$ cat src/rtl/fetch_stage_if.sv
// Fetch-stage bus: hazard/redirect controls, instruction-memory port and F/D latch payload.
interface fetch_stage_if #(
    parameter int unsigned ADDR_W = 12
);
    logic              stall_in;
    logic              redirect_valid;
    logic [31:0]       redirect_target;
    logic [ADDR_W-1:0] imem_addr;
    logic [31:0]       imem_data;
    logic [31:0]       fd_insn;
    logic [31:0]       fd_pc;
    logic              fd_enable;
    logic              fd_valid;

    modport master (
        input  stall_in, redirect_valid, redirect_target, imem_data,
        output imem_addr, fd_insn, fd_pc, fd_enable, fd_valid
    );

    modport slave (
        output stall_in, redirect_valid, redirect_target, imem_data,
        input  imem_addr, fd_insn, fd_pc, fd_enable, fd_valid
    );
endinterface

$ cat src/rtl/fetch_stage.sv
// Instruction-fetch stage: owns the PC, drives a 1-cycle-latency imem, holds across stalls,
// inserts bubbles after reset/redirect. Optional perf counters under FETCH_PERF_CNT_EN.
module fetch_stage #(
    parameter int unsigned ADDR_W   = 12,
    parameter logic [31:0] RESET_PC = 32'd0,
    parameter logic [31:0] NOP_INSN = 32'h0000_0000
) (
    input  logic          clk,
    input  logic          reset,
    fetch_stage_if.master bus
`ifdef FETCH_PERF_CNT_EN
    ,
    output logic [31:0]   perf_fetched,
    output logic [31:0]   perf_bubbles
`endif
);
    localparam int unsigned XLEN = 32;

    typedef enum logic [1:0] {ST_BUBBLE, ST_RUN, ST_HOLD} state_t;

    state_t            state_q, state_d;
    logic [XLEN-1:0]   pc_q, pc_d;
    logic [XLEN-1:0]   rsp_pc_q, rsp_pc_d;
    logic              rsp_valid_q, rsp_valid_d;
    logic [XLEN-1:0]   hold_q, hold_d;
    logic [XLEN-1:0]   hold_pc_q, hold_pc_d;
    logic [XLEN-1:0]   insn, fd_pc;
    logic              valid, enable;

    // State register
    always_ff @(posedge clk or negedge reset) begin
        if (!reset) begin
            state_q     <= ST_BUBBLE;
            pc_q        <= RESET_PC;
            rsp_pc_q    <= '0;
            rsp_valid_q <= 1'b0;
            hold_q      <= NOP_INSN;
            hold_pc_q   <= '0;
        end else begin
            state_q     <= state_d;
            pc_q        <= pc_d;
            rsp_pc_q    <= rsp_pc_d;
            rsp_valid_q <= rsp_valid_d;
            hold_q      <= hold_d;
            hold_pc_q   <= hold_pc_d;
        end
    end

    // Next-state and F/D outputs; a redirect overrides both stall and current state
    always_comb begin
        state_d     = state_q;
        pc_d        = pc_q;
        rsp_pc_d    = rsp_pc_q;
        rsp_valid_d = rsp_valid_q;
        hold_d      = hold_q;
        hold_pc_d   = hold_pc_q;
        insn        = NOP_INSN;
        fd_pc       = '0;
        valid       = 1'b0;

        if (bus.redirect_valid) begin
            state_d     = ST_BUBBLE;
            pc_d        = bus.redirect_target;
            rsp_valid_d = 1'b0;
            hold_d      = NOP_INSN;
            hold_pc_d   = '0;
        end else begin
            unique case (state_q)
                ST_BUBBLE: begin
                    pc_d        = pc_q + XLEN'(1);
                    rsp_pc_d    = pc_q;
                    rsp_valid_d = 1'b1;
                    state_d     = ST_RUN;
                end
                ST_RUN: begin
                    insn  = bus.imem_data;
                    fd_pc = rsp_pc_q + XLEN'(1);
                    valid = rsp_valid_q;
                    if (bus.stall_in) begin
                        hold_d    = bus.imem_data;
                        hold_pc_d = rsp_pc_q;
                        state_d   = ST_HOLD;
                    end else begin
                        pc_d     = pc_q + XLEN'(1);
                        rsp_pc_d = pc_q;
                    end
                end
                ST_HOLD: begin
                    insn  = hold_q;
                    fd_pc = hold_pc_q + XLEN'(1);
                    valid = 1'b1;
                    // Re-read of pc_q during the stall returns the word needed next
                    if (!bus.stall_in) begin
                        pc_d        = pc_q + XLEN'(1);
                        rsp_pc_d    = pc_q;
                        rsp_valid_d = 1'b1;
                        state_d     = ST_RUN;
                    end
                end
                default: state_d = ST_BUBBLE;
            endcase
        end
    end

    assign enable        = ~bus.stall_in | bus.redirect_valid | (state_q == ST_BUBBLE);
    assign bus.imem_addr = pc_q[ADDR_W-1:0];
    assign bus.fd_insn   = insn;
    assign bus.fd_pc     = fd_pc;
    assign bus.fd_valid  = valid;
    assign bus.fd_enable = enable;

`ifdef FETCH_PERF_CNT_EN
    // Saturating counters of delivered instructions and bubbles
    always_ff @(posedge clk or negedge reset) begin
        if (!reset) begin
            perf_fetched <= '0;
            perf_bubbles <= '0;
        end else begin
            if (enable && valid && (perf_fetched != '1))
                perf_fetched <= perf_fetched + XLEN'(1);
            if (enable && !valid && (perf_bubbles != '1))
                perf_bubbles <= perf_bubbles + XLEN'(1);
        end
    end
`endif
endmodule

$ cat src/flat_wrapper.sv
// flat-port wrapper written by rule: the top's interface ports become plain ports
module fetch_stage_flat 
#(
    parameter int unsigned ADDR_W   = 12,
    parameter logic [31:0] RESET_PC = 32'd0,
    parameter logic [31:0] NOP_INSN = 32'h0000_0000
)
  (clk, reset, bus_stall_in, bus_redirect_valid, bus_redirect_target, bus_imem_data, bus_imem_addr, bus_fd_insn, bus_fd_pc, bus_fd_enable, bus_fd_valid);
  fetch_stage_if #(.ADDR_W(ADDR_W)) bus_i ();
  input  logic clk;
  input  logic reset;
  input wire logic [$bits(bus_i.stall_in)-1:0] bus_stall_in;
  input wire logic [$bits(bus_i.redirect_valid)-1:0] bus_redirect_valid;
  input wire logic [$bits(bus_i.redirect_target)-1:0] bus_redirect_target;
  input wire logic [$bits(bus_i.imem_data)-1:0] bus_imem_data;
  output wire logic [$bits(bus_i.imem_addr)-1:0] bus_imem_addr;
  output wire logic [$bits(bus_i.fd_insn)-1:0] bus_fd_insn;
  output wire logic [$bits(bus_i.fd_pc)-1:0] bus_fd_pc;
  output wire logic [$bits(bus_i.fd_enable)-1:0] bus_fd_enable;
  output wire logic [$bits(bus_i.fd_valid)-1:0] bus_fd_valid;
  assign bus_i.stall_in = bus_stall_in;
  assign bus_i.redirect_valid = bus_redirect_valid;
  assign bus_i.redirect_target = bus_redirect_target;
  assign bus_i.imem_data = bus_imem_data;
  assign bus_imem_addr = bus_i.imem_addr;
  assign bus_fd_insn = bus_i.fd_insn;
  assign bus_fd_pc = bus_i.fd_pc;
  assign bus_fd_enable = bus_i.fd_enable;
  assign bus_fd_valid = bus_i.fd_valid;
  fetch_stage #(.ADDR_W(ADDR_W), .RESET_PC(RESET_PC), .NOP_INSN(NOP_INSN)) u_core (.clk(clk), .reset(reset), .bus(bus_i));
endmodule
$ cat config.mk
export PLATFORM = sky130hd
export DESIGN_NAME = fetch_stage_flat
export DESIGN_NICKNAME = d
export VERILOG_FILES = /design/src/rtl/fetch_stage_if.sv /design/src/rtl/fetch_stage.sv /design/src/flat_wrapper.sv
export SDC_FILE = /design/constraint.sdc
export NUM_CORES = 1
export LEC_CHECK = 0
export ABC_AREA = 1
export BUFFER_PORTS_ARGS = -buffer_cell sky130_fd_sc_hd__buf_2
export CORE_MARGIN = 1.5
export CORE_UTILIZATION = 40
export DETAILED_ROUTE_END_ITERATION = 10
export PLACE_DENSITY = 0.69
export SYNTH_ARGS = -nofsm -noshare
export SYNTH_HDL_FRONTEND = slang
export SYNTH_SLANG_ARGS = --single-unit
$ cat constraint.sdc
create_clock -name clk -period 4.3 [get_ports clk]
set_clock_uncertainty 0.2 [all_clocks]
set_input_delay 0.43 -clock clk [delete_from_list [all_inputs] [get_ports clk]]
set_output_delay 0.43 -clock clk [all_outputs]
set_load 0.05 [all_outputs]
==> results of run 1 <==
critical path, delay by kind of cell, from the launching register on:
kind          cells  cell delay (ps)
simple gates     10             1220
buf+inv           3              800
flops             1              400
fa+ha+maj         1              290
kinds of logic (layout without fill, tap and decap cells):
family                   count (synthesis)  count (layout)
XOR/XNOR                                 2               2
AND/OR/NAND/NOR                        709             709
buffers and inverters                  176             292
flip-flops                             131             131
multiplexers                             1               1
adder cells (fa/ha/maj)                  6               6
AO/OA/AOI/OAI                          233             233
metal layers:
layer	share of wire	up-vias
met5	0	-
met4	0.021	0
met3	0.056	38
met2	0.44	302
met1	0.49	3961
li1	-	4246
registers in the layout, indices dropped and copies added, names as in the netlist:
| register | flops |
|---|---|
| u_core.rsp_valid_q | 1 |
| u_core.pc_q | 32 |
| u_core.state_q | 2 |
| u_core.hold_q | 32 |
| u_core.hold_pc_q | 32 |
| u_core.rsp_pc_q | 32 |
what timing repair did:
| action | 4_1_cts | 5_1_grt |
|---|---|---|
| hold buffers | 1 | 0 |
| gates resized for setup | 0 | 0 |
| endpoints found under the hold margin | 49 | 0 |
worst min-delay path by stage:
stage,depth (start not counted),to,startpoint
floorplan,0,u_core.hold_pc_q[0],reset
global placement,2,u_core.rsp_pc_q[0],u_core.rsp_pc_q[0]
detailed placement,2,u_core.rsp_pc_q[10],u_core.rsp_pc_q[10]
CTS,3,u_core.pc_q[15],bus_redirect_target[15]
global route,3,u_core.pc_q[15],bus_redirect_target[15]
finish,3,u_core.pc_q[15],bus_redirect_target[15]
power groups by stage:
stage	registers [W]	clock network, W	logic (W)
finish	0.00179	0.00139	0.00193
detailed placement	0.00180	0	0.00192
floorplan	0.00171	0	0.00150
CTS	0.00178	0.00141	0.00192
global placement	0.00179	0	0.00190
global route	0.00183	0.00147	0.00216
area by class of cell:
type / count / area [µm²]
fillers: 2095 / 10600
multi-input cells: 951 / 4310
flip-flops and latches: 131 / 3280
repair buffers: 156 / 826
clock buffers: 18 / 439
inverters: 104 / 390
well taps: 270 / 338
clock inverters: 14 / 133
through the flow:
stage                     worst slack [ps]  utilization
final                                  492        0.478
after detailed placement               989        0.450
after floorplan                        730            -
after global routing                   209        0.478
after global placement                1030        0.450
after CTS                              516        0.478
synth_stat cells (all sizes together):
| library cell | instances |
|---|---|
| nand2 | 443 |
| nor2 | 144 |
| dfrtp | 131 |
| o21ai | 126 |
| inv | 104 |
| a21oi | 88 |
| nand3 | 88 |
| clkbuf | 39 |
| buf | 33 |
| nor3 | 20 |
| nand4 | 9 |
| ha | 6 |
| o22ai | 6 |
| a22oi | 4 |
| nor3b | 4 |
| o21a | 3 |
| a31oi | 2 |
| o211ai | 2 |
| xor2 | 2 |
| a41oi | 1 |
| mux2 | 1 |
| nor4 | 1 |
| o31ai | 1 |
==> flow_summary.json, run 1 <==
{
  "outcome": "complete, no violations",
  "reg2reg_depth": 8,
  "routed_wl_um": 24000,
  "die_x_um": 147,
  "grt_start_max_net_pins": 83,
  "overflow": 0,
  "antenna_found_initial": 0,
  "syn_to_final_growth_pct": 16.7,
  "synth_compound_area_frac": 0.147,
  "setup_viol_count_final": 0,
  "yosys-top-cells-area": "dfrtp_1, nand2_1, o21ai_0",
  "nets": 1435,
  "syn_nets": 1332,
  "min_period_over_period": 0.886,
  "seqPwrFrac": 0.351,
  "sw_frac_of_total": 0.447,
  "synth_mux_area_frac": 0.00135,
  "clock_sinks": 131,
  "rows": 52,
  "synth_top_family_by_area": "simple AND/OR/NAND/NOR gates",
  "p_sw_w": 0.00229,
  "p_int_w": 0.00283,
  "syn_avg_cell_area_um2": 6.61,
  "crit_top_cell": "nand2_1",
  "cp_data_arrival_time_ps": 3180,
  "use_met2": 0.330,
  "r2r_start": "u_core.state_q[0]",
  "start_util": 0.410,
  "worstPathMaxFanout": 39,
  "max_stage_delay_ps": 400,
  "grtUsageTotal": 0.224,
  "antenna_cells": 0,
  "routed_via_density": 5.20,
  "p_leak_nw": 4.62,
  "r2r_end": "u_core.pc_q[16]",
  "max_slew_margin": 0.367,
  "die-height_um": 147,
  "use_met3": 0.0311,
  "finalMaxSlewViolations": 0,
  "antenna_left": 0,
  "clockPowerShare": 0.272,
  "dr.first_iter.drc_count": 727,
  "vdd_drop_max_v": 0.000354,
  "drive_above_1_share": 0.173,
  "htreeDepth": 4,
  "post_cts_buffers": 0,
  "crit_type": "register to output port",
  "vias": 8547,
  "cts_root_buffer": "clkbuf_16",
  "finalPower_w": 0.00511,
  "cp-start-kind": "register",
  "worstMarginPinSlew_ps": 949,
  "fin_hold_ws_ps": 34.1,
  "core_um2": 20300,
  "final_cell_count_no_fill": 1644,
  "synth_top_area_cell": "dfrtp_1",
  "clkTransAtPathRegs_ps": 60,
  "die-area_um2": 21700,
  "fmax_mhz": 263,
  "syn_inst": 1258,
  "yosys.area_share.adder": 0.00902,
  "yosysWarningCount": 0,
  "placed_area_um2": 9130,
  "final_cell_area_um2": 9710,
  "synth_seq_cells": 131,
  "cp_slowest_cell": "dfrtp_1",
  "setup_tns_ps": 0,
  "drc_errors": 0,
  "rsz0062_at_grt": "no",
  "first_pass_iters": 6,
  "synth_xor_xnor_area_share": 0.00211,
  "dp_hpwl_um": 17200,
  "clock_latency_ps": 430,
  "grt_pass1_vias": 7723,
  "syn_area_um2": 8320,
  "wl_per_cell_um": 14.6,
  "ys_types": 37,
  "portBuffers": 145,
  "synth_top_cell_area_share": 0.394,
  "startpoint": "u_core.state_q[0]",
  "dpl.cell_count": 1611,
  "clk_path_buf_depth": 2,
  "grt_first_pass_wirelength_um": 39100,
  "path_cells": "inv_1 -> ha_2 -> buf_4 -> nand2_1 -> nand2_1 -> nand2_1 -> nor2_1 -> nand2_2 -> nor2_4 -> nand2_1 -> nand2_1 -> nand2_1 -> nor2_1 -> buf_2",
  "pin_count": 146,
  "layout_common_cells": "nand2_1, buf_2, nor2_1, dfrtp_1, o21ai_0",
  "synth-simple-area-share": 0.357,
  "pwr_density_cell_nw_per_um2": 527,
  "layout_commonest_cell": "nand2_1",
  "hold_viol_final": 0,
  "power_frac_comb": 0.377,
  "yosysSeqAreaShare": 0.394,
  "numCtsBuffers": 17,
  "required_ps": 3670,
  "end_kind": "output port",
  "endpoint": "bus_fd_pc[27]",
  "worstHoldPathType": "input port to register",
  "place_congestion": 0.944,
  "met1_usage": 0.332,
  "layout_min_cycle_time_ps": 3810,
  "cts_tree": "built",
  "grt-busiest-layer": "met1",
  "reg2reg_slack_ps": 1280,
  "maxCapViolCount": 0
}
No activity file was read; power rests on OpenSTA's default activity.
==> run 2: changes to the inputs <==
==> constraint.sdc (replaced) <==
create_clock -name clk -period 3.9 [get_ports clk]
set_clock_uncertainty 0.2 [all_clocks]
set_input_delay 0.39 -clock clk [delete_from_list [all_inputs] [get_ports clk]]
set_output_delay 0.39 -clock clk [all_outputs]
set_load 0.05 [all_outputs]
==> run 2 against run 1 <==
First-iteration DRC count increased by 15%. Register-to-register slack got worse by 400 ps. Sequential share of layout area decreased by 0.24 points. Die area unchanged. Clock power increased by 18%. Largest power group unchanged. Non-clock buffer count increased by 5. Combinational power increased by 10%. Critical path type unchanged.
==> flow_summary.json, run 2 (synthesized netlist as in run 1, its figures left out) <==
{
  "rsz0062_at_grt": "no",
  "antenna_cells": 0,
  "grtUsageTotal": 0.224,
  "final_util": 0.482,
  "fmax_mhz": 275,
  "cts_tree": "built",
  "max_slew_margin": 0.375,
  "grt_pass1_vias": 7700,
  "reg2reg_depth": 8,
  "final.fill_count": 2098,
  "worstMarginPinSlew_ps": 936,
  "dr.first_iter.drc_count": 839,
  "worstHoldPathType": "input port to register",
  "first_pass_iters": 5,
  "finalPower_w": 0.00576,
  "antenna_left": 0,
  "htreeDepth": 4,
  "die_x_um": 147,
  "portBuffers": 145,
  "cp_data_arrival_time_ps": 3050,
  "drc_errors": 0,
  "layout_commonest_cell": "nand2_1",
  "layout_min_cycle_time_ps": 3640,
  "routed_via_density": 5.20,
  "holdPathStages": 3,
  "required_ps": 3310,
  "grt_start_max_net_pins": 85,
  "p_leak_nw": 4.66,
  "clock_latency_ps": 420,
  "hold_viol_final": 0,
  "clock_sinks": 131,
  "setup_viol_count_final": 0,
  "crit_type": "register to output port",
  "start_util": 0.410,
  "maxCapViolCount": 0,
  "grt_first_pass_wirelength_um": 39400,
  "cp-start-kind": "register",
  "dp_hpwl_um": 17500,
  "core_um2": 20300,
  "vias": 8580,
  "worstPathMaxFanout": 24,
  "wl_per_cell_um": 14.7,
  "routed_wl_um": 24200,
  "finalMaxSlewViolations": 0,
  "layout_common_cells": "nand2_1, buf_2, dfrtp_1",
  "cts_root_buffer": "clkbuf_16",
  "min_period_over_period": 0.933,
  "nets": 1440,
  "place_congestion": 0.945,
  "rows": 52,
  "numCtsBuffers": 17,
  "setup_tns_ps": 0,
  "vdd_drop_max_v": 0.000354,
  "die-height_um": 147,
  "clkTransAtPathRegs_ps": 60,
  "end_kind": "output port",
  "clk_path_buf_depth": 2,
  "drive_above_1_share": 0.174,
  "overflow": 0,
  "pwr_density_cell_nw_per_um2": 589,
  "syn_to_final_growth_pct": 17.5,
  "outcome": "complete, no violations",
  "die-area_um2": 21700,
  "pin_count": 146,
  "antenna_found_initial": 0
}
## run 2: cell types whose count changed in the layout (fill, tap and decap cells not counted), moves of 3 or more
cell	delta
buf_4	+5
clkinv_4	-4
clkbuf_1	+3
clkinv_2	+3
clkinvlp_4	-3
## run 2: report_power, final
part	switching [W]	internal, W	total, W
clock network	0.000588	0.00105	0.00164
registers	0.000317	0.00167	0.00199
logic	0.00158	0.000548	0.00213
## run 2: layout make-up
cell class                      instances  area (µm²)  area share
Clock inverter                          9         128      0.0130
Timing Repair Buffer                  161         858      0.0878
Tap cell                              270         338      0.0345
Clock buffer                           23         478      0.0489
Inverter                              104         392      0.0400
Sequential cell                       131        3280       0.335
Multi-Input combinational cell        951        4310       0.441
## run 2: repair_timing
action                                 CTS  global route
hold buffers                             2             0
resized for setup                        0             4
endpoints found under the hold margin   52             0
setup buffers                            0             0
setup endpoints to repair                0             2
## run 2: through the flow
stage,hold slack (ps),instances,worst slack (ps),area (µm²)
after global routing,58.6,1649,4.40,9780
after floorplan,-106,1258,370,8320
after detailed placement,277,1615,699,9150
after global placement,270,1615,744,9150
final,55.1,1649,260,9780
after CTS,40.2,1649,249,9770
## run 2: worst paths after layout
| path | start | end | slack (ps) |
|---|---|---|---|
| setup / recovery | u_core.state_q[0] | bus_fd_pc[15] | 260 |
| hold / removal | bus_redirect_target[1] | u_core.pc_q[1] | 60 |
| setup reg to reg | u_core.state_q[0] | u_core.pc_q[16] | 880 |
| hold reg to reg | u_core.rsp_pc_q[10] | u_core.rsp_pc_q[10] | 290 |
| max in group asynchronous | reset | u_core.hold_q[11] | 2310 |
| min in group asynchronous | reset | u_core.hold_q[27] | 380 |
## run 2: metal layers
layer | track usage | up-vias | routed length (µm)
met5 | 0 | - | 0
met4 | 0.0690 | 0 | 472
met3 | 0.0329 | 33 | 1570
met2 | 0.330 | 327 | 10600
met1 | 0.338 | 3955 | 11600
li1 | - | 4265 | -
## run 2: worst max-delay path: stages (launching register included)
cell	delay, ps
dfrtp_1	370
inv_1	110
ha_2	230
buf_4	210
buf_4	230
o21ai_2	270
nand2_1	150
nor2_1	130
nand2_2	120
nor2_4	230
o21ai_0	100
a21oi_1	190
buf_2	290
